--- config.mk ---
export PLATFORM = sky130hd
export DESIGN_NAME = sata_oob_decoder
export DESIGN_NICKNAME = d
export VERILOG_FILES = /design/src/rtl/sata_oob_decoder.sv
export SDC_FILE = /design/constraint.sdc
export NUM_CORES = 1
export LEC_CHECK = 0
export ABC_AREA = 1
export BUFFER_PORTS_ARGS = -buffer_cell sky130_fd_sc_hd__buf_2
export CAP_MARGIN = 20
export CORE_UTILIZATION = 30
export CTS_BUF_LIST = sky130_fd_sc_hd__clkbuf_8
export CTS_CLUSTER_DIAMETER = 60
export DETAILED_ROUTE_END_ITERATION = 10
export PLACE_DENSITY = 0.42
export SETUP_SLACK_MARGIN = 0.5
export SLEW_MARGIN = 30
export SYNTH_ARGS = -nofsm -noshare
export SYNTH_HDL_FRONTEND = slang
export SYNTH_SLANG_ARGS = --single-unit
--- constraint.sdc ---
create_clock -name clk -period 1.7 [get_ports clk]
set_input_delay 0.255 -clock clk [delete_from_list [all_inputs] [get_ports clk]]
set_output_delay 0.255 -clock clk [all_outputs]
set_load 0.1 [all_outputs]
--- src/rtl/sata_oob_decoder.sv ---
// SATA OOB receive decoder: times bursts/gaps on rxelecidle and pulses cominit/comwake.
// Optional macro SATA_OOB_DECODER_SYNC_EN adds a 2-flop synchroniser for an asynchronous rxelecidle.
module sata_oob_decoder #(
  parameter int CLKFREQ = 100_000,
  parameter int AMOUNT  = 4
) (
  input  logic clk,
  input  logic reset,
  input  logic rxelecidle,
  output logic cominit,
  output logic comwake
);

  localparam int WMIN  = (55 * CLKFREQ + 999_999) / 1_000_000;
  localparam int IMIN  = (175 * CLKFREQ + 999_999) / 1_000_000;
  localparam int IMAX  = (525 * CLKFREQ) / 1_000_000;
  localparam int BMAX  = (175 * CLKFREQ) / 1_000_000;
  localparam int GAP_W = $clog2(IMAX + 2);
  localparam int BUR_W = $clog2(BMAX + 2);
  localparam int SEQ_W = $clog2(AMOUNT + 1);

  localparam logic [GAP_W-1:0] WMIN_G = GAP_W'(WMIN);
  localparam logic [GAP_W-1:0] IMIN_G = GAP_W'(IMIN);
  localparam logic [GAP_W-1:0] IMAX_G = GAP_W'(IMAX);
  localparam logic [GAP_W-1:0] GSAT_G = GAP_W'(IMAX + 1);
  localparam logic [BUR_W-1:0] BMAX_B = BUR_W'(BMAX);
  localparam logic [BUR_W-1:0] BSAT_B = BUR_W'(BMAX + 1);
  localparam logic [SEQ_W-1:0] DET_S  = SEQ_W'(AMOUNT - 1);

  typedef enum logic [1:0] {ST_WAIT, ST_QUIET, ST_BURST, ST_GAP} state_t;
  typedef enum logic [1:0] {GAP_INVALID, GAP_WAKE, GAP_INIT} gap_t;

  function automatic logic [GAP_W-1:0] gap_inc(input logic [GAP_W-1:0] n);
    return (n >= GSAT_G) ? GSAT_G : n + GAP_W'(1);
  endfunction

  function automatic logic [BUR_W-1:0] burst_inc(input logic [BUR_W-1:0] n);
    return (n >= BSAT_B) ? BSAT_B : n + BUR_W'(1);
  endfunction

  function automatic gap_t classify(input logic [GAP_W-1:0] n);
    if (n >= WMIN_G && n < IMIN_G)       return GAP_WAKE;
    else if (n >= IMIN_G && n <= IMAX_G) return GAP_INIT;
    else                                 return GAP_INVALID;
  endfunction

  logic idle_raw;
  logic i_s_p0;

  // Stage p0: optional synchroniser, then the input register.
`ifdef SATA_OOB_DECODER_SYNC_EN
  logic sync_a_p0;
  logic sync_b_p0;
  always_ff @(posedge clk) begin
    sync_a_p0 <= rxelecidle;
    sync_b_p0 <= sync_a_p0;
  end
  assign idle_raw = sync_b_p0;
`else
  assign idle_raw = rxelecidle;
`endif

  always_ff @(posedge clk) begin
    if (reset) i_s_p0 <= 1'b1;
    else       i_s_p0 <= idle_raw;
  end

  state_t           state_p1;
  logic [GAP_W-1:0] gap_cnt_p1;
  logic [BUR_W-1:0] burst_cnt_p1;
  gap_t             seq_type_p1;
  logic [SEQ_W-1:0] seq_cnt_p1;
  gap_t             gap_class;
  logic [SEQ_W-1:0] seq_inc;

  assign gap_class = classify(gap_cnt_p1);
  assign seq_inc   = (gap_class == seq_type_p1) ? seq_cnt_p1 + SEQ_W'(1) : SEQ_W'(1);

  // Stage p1: burst/gap FSM, sequence tracking and registered pulses.
  always_ff @(posedge clk) begin
    if (reset) begin
      state_p1     <= ST_WAIT;
      gap_cnt_p1   <= '0;
      burst_cnt_p1 <= '0;
      seq_type_p1  <= GAP_INVALID;
      seq_cnt_p1   <= '0;
      cominit      <= 1'b0;
      comwake      <= 1'b0;
    end else begin
      cominit <= 1'b0;
      comwake <= 1'b0;
      case (state_p1)
        ST_WAIT: if (i_s_p0) state_p1 <= ST_QUIET;
        ST_QUIET: begin
          if (!i_s_p0) begin
            state_p1     <= ST_BURST;
            burst_cnt_p1 <= BUR_W'(1);
          end
        end
        ST_BURST: begin
          if (burst_cnt_p1 > BMAX_B) begin
            // Too long for an OOB burst: this is normal traffic.
            state_p1    <= ST_WAIT;
            seq_cnt_p1  <= '0;
            seq_type_p1 <= GAP_INVALID;
          end else if (i_s_p0) begin
            state_p1   <= ST_GAP;
            gap_cnt_p1 <= GAP_W'(1);
          end else begin
            burst_cnt_p1 <= burst_inc(burst_cnt_p1);
          end
        end
        ST_GAP: begin
          if (!i_s_p0) begin
            state_p1     <= ST_BURST;
            burst_cnt_p1 <= BUR_W'(1);
            if (gap_class == GAP_INVALID) begin
              seq_cnt_p1 <= '0;
            end else if (seq_inc == DET_S) begin
              cominit     <= (gap_class == GAP_INIT);
              comwake     <= (gap_class == GAP_WAKE);
              seq_cnt_p1  <= '0;
              seq_type_p1 <= GAP_INVALID;
            end else begin
              seq_cnt_p1  <= seq_inc;
              seq_type_p1 <= gap_class;
            end
          end else if (gap_cnt_p1 > IMAX_G) begin
            state_p1    <= ST_QUIET;
            seq_cnt_p1  <= '0;
            seq_type_p1 <= GAP_INVALID;
          end else begin
            gap_cnt_p1 <= gap_inc(gap_cnt_p1);
          end
        end
        default: state_p1 <= ST_WAIT;
      endcase
    end
  end

endmodule
==> impl_results.md, run 1 <==
* Critical path type: reg2reg
* Hold Vio Cnt, Final at 0
* Starting density of the core at 32.4%
* Syn Nets at 198
* Dpl cells at approximately 240
* H-Tree Depth at 1
* N_diodes at 0
* Status: complete, no violations
* Iter 0 DRT Violations at 59
* Initial antenna violation count at 0
* DIE AREA at around 4700 um2
* Die extent in y at a little under 70 um
* RSZ-0062 raised after global routing: yes
* PD cells at approximately 860 nW/um2
* Gr ovfl total at 0
* Final instance area at 1740 um2
* CP most frequent cell: nand2_2
* Nets at between 200 and 250
* Initial DRT Pass Iterations at 4
* Final ANT Viol Nets at 0
* Top cell family by delay on the critical path: simple AND/OR/NAND/NOR gates
* Startpoint Class: register
* Commonest non-fill, non-tap cell in the layout: nand2_1
* Hold buffer count at CTS at 0
* Final period util at about nine tenths
* Main synth FF type: dfxtp_1
* Clock-pin slew on the worst setup and hold paths at roughly 0.08 ns
* Cell Chain, Critical Path: inv_4 -> ha_4 -> o21ai_2 -> nand2_2 -> nand2_2 -> nand2_2 -> nand2_2 -> nand2_2 -> nor2_4 -> nand4_1 -> nor2_1
* Final setup fails at 0
* Port Buffer Count at 4
* First-pass GRT wire length at 5280 um
* Post-synthesis sequential area ratio at 31.3%
* Share of layout cells above drive strength 1 at between 30% and 40%
* Clock tree buffer depth at 2
* CP arrival at 1.75 ns
* TritonCTS clock tree: built
* Crit path time final at 1.55 ns
* # IOs at 5
* Worst path required time at 1.90 ns
* Routability cong. at 0.806
* Leakage at 0.696 nW
* Slew @ Worst Pin at 0.315 ns
* Clock skew at 0.00336 ns
* # rows at 23
* Total CTS buffers at 3
* Crit end category: register
* Largest net degree at the start of global routing at 16
* P&R area growth vs syn at 29.6%
* R2R Setup Slk at 0.15 ns
* Most frequent cells in the layout: 28 x nand2_1, 18 x inv_1, 15 x nor2_1
* Maximum vdd drop at 0.762 mV
* Area after DPL at 1460 um2
* Max cap viols at 0
* DR vias at 1236
* HP Class: in2reg
* Relative slew slack at 79.0%
* Worst-path maximum fanout at 5
* Slowest CP cell: dfxtp_4
* Final Instance Count excl. Fillers at 259
* Worst skew pair latency at 0.27 ns
* Post-synth EDFFs at 0
* Yosys warns at 0
* Routed len/inst at 12.0 um
* Slowest Stage Delay on Critical Path at 0.39 ns
* Cell area after synthesis at 1340 um2
* DRC at 0
* Synth cell types at 31
* Clock root cell: clkbuf_8
* Core Box Area at between 4000 and 5000 um2
* CTS Sinks at 21
* Vias per cell at 4.77
* Total routed wirelength at 3110 um
* CP Buf/Inv Count at 1
* Die W at between 60 and 70 um
* Syn Inst Count at 187
* Hpwl dp at about 2300 um
* Final Max Tran Viols at 0
* Post-Route Setup TNS at 0 ns
* Asr flop ratio synth at 0%
* Yosys reg bits at 21
* Total global-route track usage at 15.2%
* Vias in the first global route at 1189
* Avg Inst Size Synth at 7.18 um2
* Max Freq at 0.646 GHz
## report_power, final
part	total, mW	switching (mW)	internal [mW]
Combinational	0.578	0.321	0.258
Clock	0.340	0.177	0.164
Sequential	0.584	0.0519	0.532
## synth_stat cells, types with 2 or more instances
library cell,number,area [um2]
inv_1,20,75.1
nand2_2,9,56.3
o211ai_1,3,22.5
a21oi_2,3,26.3
nor2_1,17,63.8
clkinv_1,2,7.51
a31oi_1,3,18.8
ha_1,8,100
dfxtp_1,21,420
nand2_1,35,131
inv_2,4,15.0
a211oi_1,2,15.0
a21oi_1,16,80.1
nand4_1,3,18.8
o21ai_0,9,45.0
nand3_1,10,50.1
nor2_2,2,12.5
nor2_4,2,22.5
xor2_1,4,35.0
nand3_2,3,30.0
## per-layer routing
layer	GRT usage, %	vias up	part of all wire [%]	wire [um]
met5	0	-	0	0
met1	18.9	566	51	1580
li1	-	653	-	-
met2	25.8	13	46	1430
met4	3.83	0	1.0	31
met3	3.95	4	2.3	73
## layout make-up
cell class	count	area [um2]
sequential	21	440
multi-input combinational	139	931
clock inverter	1	5.00
fill	434	2400
tap	50	62.6
clock buffer	3	41.3
timing repair buffer	19	158
inverter	26	103
## repair_timing
action,4_1_cts,5_1_grt
pin swaps,10,12
buffers inserted,6,7
gates cloned,1,0
endpoints found under the setup margin,22,20
gates resized for setup,14,21
## sequential cells by signal (all words and copies together) (netlist names)
name,flops
cominit,1
state_p1,2
gap_cnt_p1,6
seq_type_p1,2
burst_cnt_p1,5
comwake,1
seq_cnt_p1,3
i_s_p0,1
## through the flow
| step | hold slack [ns] | utilization (%) | setup WS [ns] | total power [mW] |
|---|---|---|---|---|
| floorplan | 0.333 | - | 0.220 | 0.880 |
| global placement | 0.441 | 35.2 | 0.0533 | 0.967 |
| detailed placement | 0.441 | 35.2 | 0.0595 | 0.967 |
| CTS | 0.152 | 38.5 | 0.138 | 1.40 |
| global route | 0.161 | 42.0 | 0.0540 | 1.60 |
| finish | 0.163 | 42.0 | 0.152 | 1.50 |
## final timing paths
check	startpoint	endpoint	depth (start not counted)
setup / recovery	gap_cnt_p1[0]	cominit	11
hold / removal	rxelecidle	i_s_p0	2
hold reg to reg	seq_cnt_p1[1]	seq_cnt_p1[1]	2
setup reg to reg	gap_cnt_p1[0]	cominit	11
## cells by family (layout without fill, tap and decap cells)
logic type	after synthesis	count (layout)	synth area share, %
xor+xnor	4	4	2.61
buf+inv	28	49	8.39
fa+ha+maj	8	8	7.46
simple gates	86	87	31.4
compound gates	40	40	18.8
flops	21	21	31.3
## worst reg2reg max path, stage by stage (launching register included)
cell and delay, ns:
dfxtp_4 0.39, inv_4 0.04, ha_4 0.14, o21ai_2 0.11, nand2_2 0.08, nand2_2 0.08, nand2_2 0.05, nand2_2 0.07
nand2_2 0.06, nor2_4 0.15, nand4_1 0.16, nor2_1 0.14
No activity file was read; power rests on OpenSTA's default activity.
==> inputs of run 2 (changes only) <==
--- a/config.mk
+++ b/config.mk
@@ -6,13 +6,12 @@
 export NUM_CORES = 1
 export LEC_CHECK = 0
 export ABC_AREA = 1
-export BUFFER_PORTS_ARGS = -buffer_cell sky130_fd_sc_hd__buf_2
-export CAP_MARGIN = 20
 export CORE_UTILIZATION = 30
 export CTS_BUF_LIST = sky130_fd_sc_hd__clkbuf_8
 export CTS_CLUSTER_DIAMETER = 60
 export DETAILED_ROUTE_END_ITERATION = 10
-export PLACE_DENSITY = 0.42
+export DONT_BUFFER_PORTS = 1
+export PLACE_DENSITY = 0.41
 export SETUP_SLACK_MARGIN = 0.5
 export SLEW_MARGIN = 30
 export SYNTH_ARGS = -nofsm -noshare
==> run 2 against run 1 <==
Hold slack worse by 0.12 ns. First-iteration DRC count grew 1.7%. Maximum frequency grew 2.3%. Highest routed layer unchanged.
==> impl_results.md, run 2 (synthesized netlist as in run 1, its figures left out) <==
* Status: complete, no violations (unchanged)
* H-Tree Depth at 1 (unchanged)
* # IOs at 5 (unchanged)
* Hpwl dp at 2230 um (was 2250 um)
* GR peak layer: met2 (unchanged)
* Routing usage on met2 at 24.9% (was 25.8%)
* Total routed wirelength at 3150 um (was 3110 um)
* Clk pwr share at 23.8% (was 22.7%)
* CP arrival at 1.70 ns (was 1.75 ns)
* Met3 GRT Util at 4.11% (was 3.95%)
* DR vias at 1269 (was 1236)
* RSZ-0062 raised after global routing: yes (unchanged)
* Slew @ Worst Pin at 0.292 ns (was 0.315 ns)
* Worst-path maximum fanout at 6 (was 5)
* Hold buffer count at CTS at 0 (unchanged)
* Hold path startpoint: reset (was rxelecidle)
* Post-Route Setup TNS at 0 ns (unchanged)
* TritonCTS clock tree: built (unchanged)
* Largest net degree at the start of global routing at 16 (unchanged)
* Hold Vio Cnt, Final at 0 (unchanged)
* Reg2reg path depth at 11 (unchanged)
* Flop pwr share at 42.9% (was 38.9%)
* Port Buffer Count at 0 (was 4)
* Clock tree buffer depth at 2 (unchanged)
* Vias per cell at 5.00 (was 4.77)
* Most frequent cells in the layout: 28 x nand2_1, 19 x inv_1, 16 x nor2_1 (was 28 x nand2_1, 18 x inv_1, 15 x nor2_1)
* Hold Path Depth at 1 (was 2)
* Hold path endpoint: gap_cnt_p1[1] (was i_s_p0)
* Final period util at 89.0% (was 91.1%)
* Initial DRT Pass Iterations at 4 (unchanged)
* Startpoint Class: register (unchanged)
* Area of the multi-input gates at 881 um2 (was 931 um2)
* Sw Pwr at 0.499 mW (was 0.549 mW)
* Total global-route track usage at 14.8% (was 15.2%)
* P&R area growth vs syn at 22.6% (was 29.6%)
* Iter 0 DRT Violations at 60 (was 59)
* Routed len/inst at 12.4 um (was 12.0 um)
* Max cap viols at 0 (unchanged)
* Switch share at 35.9% (was 36.5%)
* Clock root cell: clkbuf_8 (unchanged)
* Total CTS buffers at 3 (unchanged)
* Gr ovfl total at 0 (unchanged)
* R2R Setup Slk at 0.19 ns (was 0.15 ns)
* Reg with most FFs: gap_cnt_p1 (unchanged)
* Crit path time final at 1.51 ns (was 1.55 ns)
* Commonest non-fill, non-tap cell in the layout: nand2_1 (unchanged)
* Die extent in y at 68.9 um (unchanged)
* Clock skew at 0.00348 ns (was 0.00336 ns)
* Worst path required time at 1.89 ns (was 1.90 ns)
* Combinational Power Share at 33.3% (was 38.5%)
* # rows at 23 (unchanged)
* HP Class: in2reg (unchanged)
* Clock-pin slew on the worst setup and hold paths at 0.08 ns (about the same)
* Area after DPL at 1450 um2 (was 1460 um2)
* DRC at 0 (unchanged)
* Final Hold Slack at 0.0427 ns (was 0.163 ns)
* Share of layout cells above drive strength 1 at 35.3% (was 38.8%)
* Starting density of the core at 32.4% (unchanged)
* Max Freq at 0.661 GHz (was 0.646 GHz)
* DIE AREA at 4750 um2 (unchanged)
* Critical path type: reg2reg (unchanged)
* Vias in the first global route at 1160 (was 1189)
* Nets at 216 (was 221)
* Routability cong. at 0.850 (was 0.806)
* Final instance area at 1650 um2 (was 1740 um2)
* Leakage at 0.666 nW (was 0.696 nW)
* R2R Path Start: burst_cnt_p1[1] (was gap_cnt_p1[0])
* First-pass GRT wire length at 5180 um (was 5280 um)
* CTS Sinks at 21 (unchanged)
* N_diodes at 0 (unchanged)
* Die W at 68.9 um (unchanged)
* PD cells at 844 nW/um2 (was 863 nW/um2)
* Maximum vdd drop at 0.593 mV (was 0.762 mV)
* Final ANT Viol Nets at 0 (unchanged)
* Core Box Area at 4140 um2 (unchanged)
* Critical R2R Capture: gap_cnt_p1[3] (was cominit)
* Initial antenna violation count at 0 (unchanged)
* Met1 Usage GRT at 18.5% (was 18.9%)
* FF+latch area at 442 um2 (was 440 um2)
* Largest regs: gap_cnt_p1: 6 flops, burst_cnt_p1: 5 flops, seq_cnt_p1: 3 flops (unchanged)
* Fillers at 450 (was 434)
* Worst skew pair latency at 0.26 ns (was 0.27 ns)
* Int Pwr at 0.891 mW (was 0.954 mW)
* Crit end category: register (unchanged)
* Max reg flops at 6 (unchanged)
* Final Max Tran Viols at 0 (unchanged)
* Final setup fails at 0 (unchanged)
* Relative slew slack at 80.5% (was 79.0%)
==> run 2: cell types whose count changed in the layout (fill, tap and decap cells not counted), sizes merged <==
cell,delta
inv,+1
clkinv,-1
buf,-4
nand2,-1
==> run 2: metal layers <==
metal | share of wire [%] | vias up | routed length, um
met4 | 0.54 | 0 | 17
met1 | 48 | 593 | 1510
li1 | - | 651 | -
met2 | 47 | 23 | 1490
met5 | 0 | - | 0
met3 | 4.1 | 2 | 129
==> run 2: worst max-delay path, cell delays in order (launching register included) <==
cell and delay (ns):
dfxtp_4 0.37, inv_4 0.06, ha_4 0.10, o21bai_1 0.09, nand2_1 0.09, nand2_2 0.10
nand2_4 0.06, a21oi_4 0.17, inv_2 0.09, o21ai_2 0.13, nand2_1 0.06, a21oi_1 0.12
==> run 2: what timing repair did <==
action	CTS	global route
gates resized for setup	10	12
endpoints found under the setup margin	20	20
buffers inserted	9	3
pin swaps	9	6
==> run 2: power by group through the flow <==
stage / clock (mW) / sequential, mW / combinational (mW)
after floorplan: 0 / 0.589 / 0.291
after global placement: 0 / 0.608 / 0.347
after detailed placement: 0 / 0.608 / 0.345
after CTS: 0.350 / 0.592 / 0.410
after global routing: 0.364 / 0.601 / 0.515
final: 0.331 / 0.596 / 0.463
==> run 2: cell type report <==
class                   instances  area share [%]
well taps                      50            3.80
repair buffers                 15            7.07
flip-flops and latches         21            26.8
multi-input cells             138            53.5
clock buffers                   3            2.51
inverters                      26            6.08
clock inverters                 1           0.228
==> run 2: worst max-delay path by stage <==
stage          depth (start not counted)              to       startpoint  slack, ns
6_report                              11   gap_cnt_p1[3]  burst_cnt_p1[1]       0.19
5_1_grt                               12  seq_type_p1[0]    gap_cnt_p1[0]       0.07
4_1_cts                               11   gap_cnt_p1[3]  burst_cnt_p1[1]       0.16
3_5_place_dp                          12  seq_type_p1[1]    gap_cnt_p1[0]       0.07
3_3_place_gp                          12  seq_type_p1[1]    gap_cnt_p1[0]       0.04
2_1_floorplan                         12  seq_type_p1[1]    gap_cnt_p1[0]       0.22
==> run 2: metrics by stage <==
stage	setup slack [ns]	cells	total power [mW]	util [%]
4_1_cts	0.160	251	1.35	38.2
6_report	0.187	254	1.39	39.7
2_1_floorplan	0.220	187	0.880	-
3_3_place_gp	0.0377	238	0.955	34.9
3_5_place_dp	0.0746	238	0.953	34.9
5_1_grt	0.0650	254	1.48	39.7
